## src/rtl/mux_uart_pkg.sv

```systemverilog
// Shared definitions for the mux_uart serial console port:
// register offsets, status bit positions and the common FSM state type.
package mux_uart_pkg;

   localparam logic [15:0] STATUS_OFS = 16'd0;
   localparam logic [15:0] DATA_OFS   = 16'd1;

   localparam int RX_READY_BIT = 0;
   localparam int TX_EMPTY_BIT = 1;
   localparam int OVERRUN_BIT  = 2;
   localparam int FRAMING_BIT  = 3;
   localparam int LOOPBACK_BIT = 4;

   typedef enum logic [1:0] {
      IDLE  = 2'd0,
      START = 2'd1,
      DATA  = 2'd2,
      STOP  = 2'd3
   } uart_state_e;

endpackage

```

## src/rtl/mux_uart_rx.sv

```systemverilog
// 8N1 receiver for mux_uart: 2-flop input synchronizer, start-bit
// validation at mid-bit, LSB-first data sampling and stop-bit check.
// Emits the received byte with a one-cycle delivery strobe; the framing
// flag is valid alongside the strobe.
module mux_uart_rx
   import mux_uart_pkg::*;
#(
   parameter int CLK_DIV = 16
) (
   input  logic       clock,
   input  logic       reset,
   input  logic       rx_in,
   output logic [7:0] rx_byte,
   output logic       rx_strobe,
   output logic       rx_frame_err
);

   localparam logic [15:0] BAUD_LAST = 16'(CLK_DIV - 1);
   localparam logic [15:0] HALF_LAST = 16'(CLK_DIV / 2 - 1);

   logic        sync1_q, sync1_d;
   logic        sync2_q, sync2_d;
   logic        prev_q, prev_d;
   uart_state_e state_q, state_d;
   logic [15:0] baud_q, baud_d;
   logic [2:0]  bit_q, bit_d;
   logic [7:0]  shift_q, shift_d;
   logic        strobe_q, strobe_d;
   logic        ferr_q, ferr_d;
   logic        fall;

   assign fall = prev_q & ~sync2_q;

   // Receive FSM next state, synchronizer chain and sampling datapath
   always_comb begin
      sync1_d  = rx_in;
      sync2_d  = sync1_q;
      prev_d   = sync2_q;
      state_d  = state_q;
      baud_d   = baud_q;
      bit_d    = bit_q;
      shift_d  = shift_q;
      strobe_d = 1'b0;
      ferr_d   = ferr_q;
      case (state_q)
         IDLE: begin
            if (fall) begin
               state_d = START;
               baud_d  = 16'd0;
            end
         end
         START: begin
            if (baud_q == HALF_LAST) begin
               baud_d  = 16'd0;
               bit_d   = 3'd0;
               // A line that is high again at mid-start was a glitch.
               state_d = sync2_q ? IDLE : DATA;
            end else begin
               baud_d = baud_q + 16'd1;
            end
         end
         DATA: begin
            if (baud_q == BAUD_LAST) begin
               baud_d  = 16'd0;
               shift_d = {sync2_q, shift_q[7:1]};
               bit_d   = bit_q + 3'd1;
               if (bit_q == 3'd7) begin
                  state_d = STOP;
               end
            end else begin
               baud_d = baud_q + 16'd1;
            end
         end
         STOP: begin
            if (baud_q == BAUD_LAST) begin
               baud_d   = 16'd0;
               strobe_d = 1'b1;
               ferr_d   = ~sync2_q;
               state_d  = IDLE;
            end else begin
               baud_d = baud_q + 16'd1;
            end
         end
         default: state_d = IDLE;
      endcase
   end

   // Receiver state registers; reset discards any partial frame
   always_ff @(posedge clock or negedge reset) begin
      if (!reset) begin
         sync1_q  <= 1'b1;
         sync2_q  <= 1'b1;
         prev_q   <= 1'b1;
         state_q  <= IDLE;
         baud_q   <= 16'd0;
         bit_q    <= 3'd0;
         shift_q  <= 8'd0;
         strobe_q <= 1'b0;
         ferr_q   <= 1'b0;
      end else begin
         sync1_q  <= sync1_d;
         sync2_q  <= sync2_d;
         prev_q   <= prev_d;
         state_q  <= state_d;
         baud_q   <= baud_d;
         bit_q    <= bit_d;
         shift_q  <= shift_d;
         strobe_q <= strobe_d;
         ferr_q   <= ferr_d;
      end
   end

   assign rx_byte      = shift_q;
   assign rx_strobe    = strobe_q;
   assign rx_frame_err = ferr_q;

endmodule

```

## src/rtl/mux_uart.sv

```systemverilog
// Memory-mapped 8N1 serial console on the CPU6 bus. Status at BASE_ADDR,
// data at BASE_ADDR+1; read data is registered one cycle after the address,
// like Memory. Holds the transmitter, register file and bus decode.
// Optional build macro MUX_UART_LOOPBACK_EN adds status bit4 (loopback).
module mux_uart
   import mux_uart_pkg::*;
#(
   parameter logic [15:0] BASE_ADDR = 16'hF200,
   parameter int          CLK_DIV   = 16
) (
   input  logic        clock,
   input  logic        reset,
   input  logic [15:0] address,
   input  logic        write_en,
   input  logic [7:0]  data_in,
   output logic [7:0]  data_out,
   output logic        sel_out,
   input  logic        rxd,
   output logic        txd
);

   localparam logic [15:0] STATUS_ADDR = BASE_ADDR + STATUS_OFS;
   localparam logic [15:0] DATA_ADDR   = BASE_ADDR + DATA_OFS;
   localparam logic [15:0] BAUD_LAST   = 16'(CLK_DIV - 1);

   logic        hit_status, hit_data, rd_sel, rd_data, wr_status, wr_data, consume;
   logic [7:0]  status;
   logic        rx_line;
   logic [7:0]  rx_byte;
   logic        rx_strobe, rx_frame_err;

   logic [7:0]  data_out_q, data_out_d;
   logic        sel_q, sel_d;
   logic        rd_prev_q, rd_prev_d;
   logic        rx_ready_q, rx_ready_d;
   logic [7:0]  rx_data_q, rx_data_d;
   logic        ovr_q, ovr_d;
   logic        fe_q, fe_d;

   logic [7:0]  hold_q, hold_d;
   logic        tx_empty_q, tx_empty_d;
   uart_state_e tx_state_q, tx_state_d;
   logic [7:0]  tx_shift_q, tx_shift_d;
   logic [15:0] tx_baud_q, tx_baud_d;
   logic [2:0]  tx_bit_q, tx_bit_d;
   logic        txd_q, txd_d;

   assign hit_status = (address == STATUS_ADDR);
   assign hit_data   = (address == DATA_ADDR);
   assign rd_sel     = (hit_status | hit_data) & ~write_en;
   assign rd_data    = hit_data & ~write_en;
   assign wr_status  = hit_status & write_en;
   assign wr_data    = hit_data & write_en;
   // Only the first cycle of a held data read consumes the byte.
   assign consume    = rd_data & ~rd_prev_q;

`ifdef MUX_UART_LOOPBACK_EN
   logic loop_q, loop_d;

   // Loopback bit register
   always_ff @(posedge clock or negedge reset) begin
      if (!reset) loop_q <= 1'b0;
      else        loop_q <= loop_d;
   end

   // Loopback bit is written by any status write
   always_comb begin
      loop_d = loop_q;
      if (wr_status) loop_d = data_in[LOOPBACK_BIT];
   end

   assign rx_line = loop_q ? txd_q : rxd;
   assign txd     = loop_q ? 1'b1 : txd_q;
`else
   assign rx_line = rxd;
   assign txd     = txd_q;
`endif

   // Assemble the status byte from the live flags
   always_comb begin
      status               = 8'h00;
      status[RX_READY_BIT] = rx_ready_q;
      status[TX_EMPTY_BIT] = tx_empty_q;
      status[OVERRUN_BIT]  = ovr_q;
      status[FRAMING_BIT]  = fe_q;
`ifdef MUX_UART_LOOPBACK_EN
      status[LOOPBACK_BIT] = loop_q;
`endif
   end

   mux_uart_rx #(
      .CLK_DIV(CLK_DIV)
   ) u_rx (
      .clock       (clock),
      .reset       (reset),
      .rx_in       (rx_line),
      .rx_byte     (rx_byte),
      .rx_strobe   (rx_strobe),
      .rx_frame_err(rx_frame_err)
   );

   // Bus read mux and receive-side flags; error sets beat a status-write clear
   always_comb begin
      sel_d      = rd_sel;
      rd_prev_d  = rd_data;
      data_out_d = rd_sel ? (hit_data ? rx_data_q : status) : 8'h00;
      rx_ready_d = rx_ready_q;
      rx_data_d  = rx_data_q;
      ovr_d      = ovr_q;
      fe_d       = fe_q;
      if (wr_status) begin
         ovr_d = 1'b0;
         fe_d  = 1'b0;
      end
      if (rx_strobe) begin
         if (rx_frame_err) fe_d = 1'b1;
         if (!rx_ready_q || consume) begin
            rx_data_d  = rx_byte;
            rx_ready_d = 1'b1;
         end else begin
            ovr_d = 1'b1;
         end
      end else if (consume) begin
         rx_ready_d = 1'b0;
      end
   end

   // Bus and receive-flag registers
   always_ff @(posedge clock or negedge reset) begin
      if (!reset) begin
         data_out_q <= 8'h00;
         sel_q      <= 1'b0;
         rd_prev_q  <= 1'b0;
         rx_ready_q <= 1'b0;
         rx_data_q  <= 8'h00;
         ovr_q      <= 1'b0;
         fe_q       <= 1'b0;
      end else begin
         data_out_q <= data_out_d;
         sel_q      <= sel_d;
         rd_prev_q  <= rd_prev_d;
         rx_ready_q <= rx_ready_d;
         rx_data_q  <= rx_data_d;
         ovr_q      <= ovr_d;
         fe_q       <= fe_d;
      end
   end

   // Holding register load and transmit FSM next state
   always_comb begin
      hold_d     = hold_q;
      tx_empty_d = tx_empty_q;
      tx_state_d = tx_state_q;
      tx_shift_d = tx_shift_q;
      tx_baud_d  = tx_baud_q;
      tx_bit_d   = tx_bit_q;
      txd_d      = txd_q;
      // A write to a full holding register is dropped.
      if (wr_data && tx_empty_q) begin
         hold_d     = data_in;
         tx_empty_d = 1'b0;
      end
      case (tx_state_q)
         IDLE: begin
            if (!tx_empty_q) begin
               tx_state_d = START;
               tx_shift_d = hold_q;
               tx_empty_d = 1'b1;
               tx_baud_d  = 16'd0;
               txd_d      = 1'b0;
            end
         end
         START: begin
            if (tx_baud_q == BAUD_LAST) begin
               tx_state_d = DATA;
               tx_baud_d  = 16'd0;
               tx_bit_d   = 3'd0;
               txd_d      = tx_shift_q[0];
            end else begin
               tx_baud_d = tx_baud_q + 16'd1;
            end
         end
         DATA: begin
            if (tx_baud_q == BAUD_LAST) begin
               tx_baud_d  = 16'd0;
               tx_shift_d = {1'b0, tx_shift_q[7:1]};
               tx_bit_d   = tx_bit_q + 3'd1;
               if (tx_bit_q == 3'd7) begin
                  tx_state_d = STOP;
                  txd_d      = 1'b1;
               end else begin
                  txd_d = tx_shift_q[1];
               end
            end else begin
               tx_baud_d = tx_baud_q + 16'd1;
            end
         end
         STOP: begin
            if (tx_baud_q == BAUD_LAST) begin
               tx_baud_d = 16'd0;
               // A queued byte starts immediately: no idle gap between frames.
               if (!tx_empty_q) begin
                  tx_state_d = START;
                  tx_shift_d = hold_q;
                  tx_empty_d = 1'b1;
                  txd_d      = 1'b0;
               end else begin
                  tx_state_d = IDLE;
               end
            end else begin
               tx_baud_d = tx_baud_q + 16'd1;
            end
         end
         default: tx_state_d = IDLE;
      endcase
   end

   // Transmit state registers
   always_ff @(posedge clock or negedge reset) begin
      if (!reset) begin
         hold_q     <= 8'h00;
         tx_empty_q <= 1'b1;
         tx_state_q <= IDLE;
         tx_shift_q <= 8'h00;
         tx_baud_q  <= 16'd0;
         tx_bit_q   <= 3'd0;
         txd_q      <= 1'b1;
      end else begin
         hold_q     <= hold_d;
         tx_empty_q <= tx_empty_d;
         tx_state_q <= tx_state_d;
         tx_shift_q <= tx_shift_d;
         tx_baud_q  <= tx_baud_d;
         tx_bit_q   <= tx_bit_d;
         txd_q      <= txd_d;
      end
   end

   assign data_out = data_out_q;
   assign sel_out  = sel_q;

endmodule

```

## config.mk

```make
export PLATFORM = sky130hd
export DESIGN_NAME = mux_uart
export DESIGN_NICKNAME = d
export VERILOG_FILES = /design/src/rtl/mux_uart_pkg.sv /design/src/rtl/mux_uart_rx.sv /design/src/rtl/mux_uart.sv
export SDC_FILE = /design/constraint.sdc
export NUM_CORES = 1
export LEC_CHECK = 0
export CORE_ASPECT_RATIO = 2
export CORE_MARGIN = 10
export CORE_UTILIZATION = 40
export CTS_BUF_LIST = sky130_fd_sc_hd__clkbuf_8 sky130_fd_sc_hd__clkbuf_16
export DETAILED_ROUTE_END_ITERATION = 7
export PLACE_DENSITY = 0.64
export SLEW_MARGIN = 20
export SYNTH_ARGS = -nofsm -noshare
export SYNTH_HDL_FRONTEND = slang
export SYNTH_SLANG_ARGS = --single-unit
```

## constraint.sdc

```tcl
create_clock -name clock -period 3 [get_ports clock]
set_input_delay 0.6 -clock clock [delete_from_list [all_inputs] [get_ports clock]]
set_output_delay 0.6 -clock clock [all_outputs]
set_load 0.005 [all_outputs]
```

==> impl_metrics.json <==
{
  "outcome": "finished clean",
  "slew_violations": 0,
  "overflow": 0,
  "remaining_drc_errors": 0,
  "synth_flop_cell": "dfrtp_1",
  "cts_sinks": 94,
  "netlist.area_leader.share": 0.484,
  "worstSetupStartpointType": "register",
  "yosys_register_bits": 94,
  "grt.busiest_layer": "met2",
  "path_common_cell": "a21o_1",
  "synth_edf_count": 0,
  "place_inst": 613,
  "clock_skew_ns": 0.00902,
  "irDropWorstVdd_v": 0.000363,
  "ant_nets": 0,
  "post_cts_buffers": 0,
  "diodes": 0,
  "clk_path_buf_depth": 2,
  "first_iter_violations": 189,
  "finalPower_w": 0.00373,
  "syn_inst": 442,
  "cts_hold_buf": 0,
  "wire_per_inst_um": 15.7,
  "crit_chain": "inv_1, ha_1, nor3_1, nor2_1, o21a_1, a21o_1, a21o_1",
  "setup_tns_ns": 0,
  "period_share": 0.748,
  "numCtsBuffers": 9,
  "place_hpwl_mm": 7.27,
  "rsz0062_at_grt": "false",
  "cts_resized": 0,
  "place_ws_ns": 0.384,
  "grt_use_met2": 0.236,
  "synth_commonest_cells": "dfrtp_1 (89), nand2_1 (52), nor2_1 (33)",
  "async_reset_ff_frac": 1.00,
  "grtUsageTotal": 0.126,
  "antenna_found_initial": 0,
  "critPathCaptureType": "register",
  "cts_tree": "built",
  "routed_via_density": 5.50,
  "vias": 3461,
  "insertion_delay_ns": 0.34,
  "nets": 526,
  "power_density_nw_per_um2": 688,
  "tightest_slew_ns": 0.625,
  "die_x_um": 95.8,
  "die_h_um": 172,
  "final_cells": 629,
  "grt_pass1_vias": 3562,
  "syn_area_um2": 4600,
  "grtUsageMet1": 0.129,
  "yosysWarnings": 0,
  "drt_wl_total_mm": 9.86,
  "synth.most_common_cell": "dfrtp_1",
  "fin_ws_ns": 0.757,
  "syn_to_final_growth_pct": 17.9,
  "design.core.area_um2": 11300,
  "met3_usage": 0.0253,
  "synth.yosys.seq_area_share": 0.513,
  "crit_slowest_cell": "dfrtp_1",
  "critPathCapture": "u_rx.baud_q[12]",
  "cp.arrival_ns": 2.48,
  "grt_pass1_wl_mm": 16.6,
  "syn-num-nets": 486,
  "timing.fmax_mhz": 446,
  "syn_area_per_cell_um2": 10.4,
  "yosysUniqueCellTypes": 53,
  "hold_viol_final": 0,
  "portBuffers": 37,
  "num_rows": 55,
  "leakage_nw": 2.44,
  "holdCritPathClass": "in2async",
  "io-pin-count": 38,
  "htreeDepth": 3,
  "clk_pin_slew_ns": 0.07,
  "r2r-start": "u_rx.state_q[0]",
  "reg2reg_to": "u_rx.baud_q[12]",
  "drt_pass1_iterations": 4,
  "synth_top_cells_by_area": "dfrtp_1 (48%), mux2_2 (6.1%), ha_1 (4.4%)",
  "reg2reg_depth": 7,
  "dieArea_um2": 16500,
  "crit_fanout": 14,
  "setup_violations": 0,
  "rrSetupSlack_ns": 0.76,
  "period_minus_slack_ns": 2.24,
  "cp_slowest_stage_delay_ns": 0.46,
  "gp_congestion": 0.846,
  "required_ns": 3.24,
  "criticalPathCategory": "reg2reg",
  "initial_utilization": 0.408,
  "drv_cap": 0,
  "drive_gt1_frac": 0.129,
  "startpoint": "u_rx.state_q[0]",
  "cts_root_buffer": "clkbuf_16",
  "grt_max_degree": 51,
  "relSlewSlack": 0.584,
  "yosys.area.top_type": "dfrtp_1"
}
==> metal layers <==
metal / up-vias / wire (um) / part of all wire
li1: 1666 / - / -
met1: 1741 / 3810 / 0.39
met2: 46 / 5590 / 0.57
met3: 8 / 326 / 0.033
met4: 0 / 126 / 0.013
met5: - / 0 / 0
==> area by class of cell <==
class                   instances  area (um^2)
clock buffers                   9          225
inverters                      12         45.0
fillers                      1069         5860
multi-input cells             322         2130
flip-flops and latches         94         2360
well taps                     142          178
repair buffers                 43          413
clock inverters                 7         75.1
==> flip-flops by register name, indices dropped and copies added (netlist names), 2 cells and up, named ones only <==
register	flops
data_out	8
hold_q	8
rx_data_q	8
tx_baud_q	16
tx_bit_q	3
tx_shift_q	8
tx_state_q	2
u_rx.baud_q	16
u_rx.bit_q	3
u_rx.rx_byte	8
==> cell families after synthesis <==
group                      synth area share
and+or+nand+nor                       0.217
DFF                                   0.513
muxes                                0.0906
xor gates and xnor gates             0.0171
buffers and inverters                0.0245
adders and majority gates            0.0435
AOI/OAI and AO/OA                    0.0949
==> placed cells by master (no fill, tap or decap), types with 3 or more instances in the layout <==
cell | Yosys | layout
clkbuf_16 | 0 | 9
clkdlybuf4s50_1 | 0 | 36
dfrtp_1 | 89 | 89
nor2b_1 | 3 | 3
a22o_1 | 3 | 3
xnor2_1 | 6 | 6
o21ai_0 | 27 | 27
mux2_2 | 25 | 25
nor3_1 | 11 | 11
buf_4 | 1 | 7
xor2_1 | 3 | 3
mux2i_1 | 12 | 12
ha_1 | 16 | 16
a32o_1 | 4 | 4
a21o_1 | 3 | 3
inv_8 | 0 | 3
nor4_1 | 8 | 8
nand2_1 | 52 | 52
inv_1 | 12 | 12
and3_1 | 9 | 9
o311ai_0 | 5 | 5
nand3_1 | 30 | 30
or3_1 | 6 | 6
a21oi_1 | 8 | 8
nand2b_1 | 6 | 6
nor2_1 | 33 | 33
dfstp_2 | 5 | 5
and2_1 | 6 | 6
nand4_1 | 11 | 11
nor4b_1 | 3 | 3
==> critical path, delay by kind of cell (launching register included) <==
family	cells	cell delay [ns]
AOI/OAI and AO/OA	3	0.78
DFF	1	0.46
and+or+nand+nor	2	0.44
adders and majority gates	1	0.35
buffers and inverters	1	0.09
==> worst min-delay path by stage <==
| stage | slack, ns | cells past startpoint | to |
|---|---|---|---|
| detailed placement | 0.35 | 0 | u_rx.prev_d |
| global route | 0.30 | 1 | data_out[2] |
| CTS | 0.28 | 1 | data_out[2] |
| floorplan | 0.30 | 0 | asynchronous set/reset pin |
| global placement | 0.35 | 0 | u_rx.prev_d |
| finish | 0.26 | 1 | data_out[2] |
==> where the power goes <==
group,internal (W),total (W),switching (W)
Clock,0.000591,0.00113,0.000539
Sequential,0.00135,0.00145,0.0000984
Combinational,0.000420,0.00115,0.000728
Total,0.00237,0.00373,0.00137
==> through the flow <==
| step | hold slack (ns) | utilization | cell area (um^2) |
|---|---|---|---|
| after floorplan | 0.304 | - | 4600 |
| after global placement | 0.346 | 0.454 | 5120 |
| after detailed placement | 0.347 | 0.454 | 5120 |
| after CTS | 0.283 | 0.481 | 5420 |
| after global routing | 0.300 | 0.481 | 5420 |
| final | 0.256 | 0.481 | 5420 |
Power figures use the tool's default switching activity.
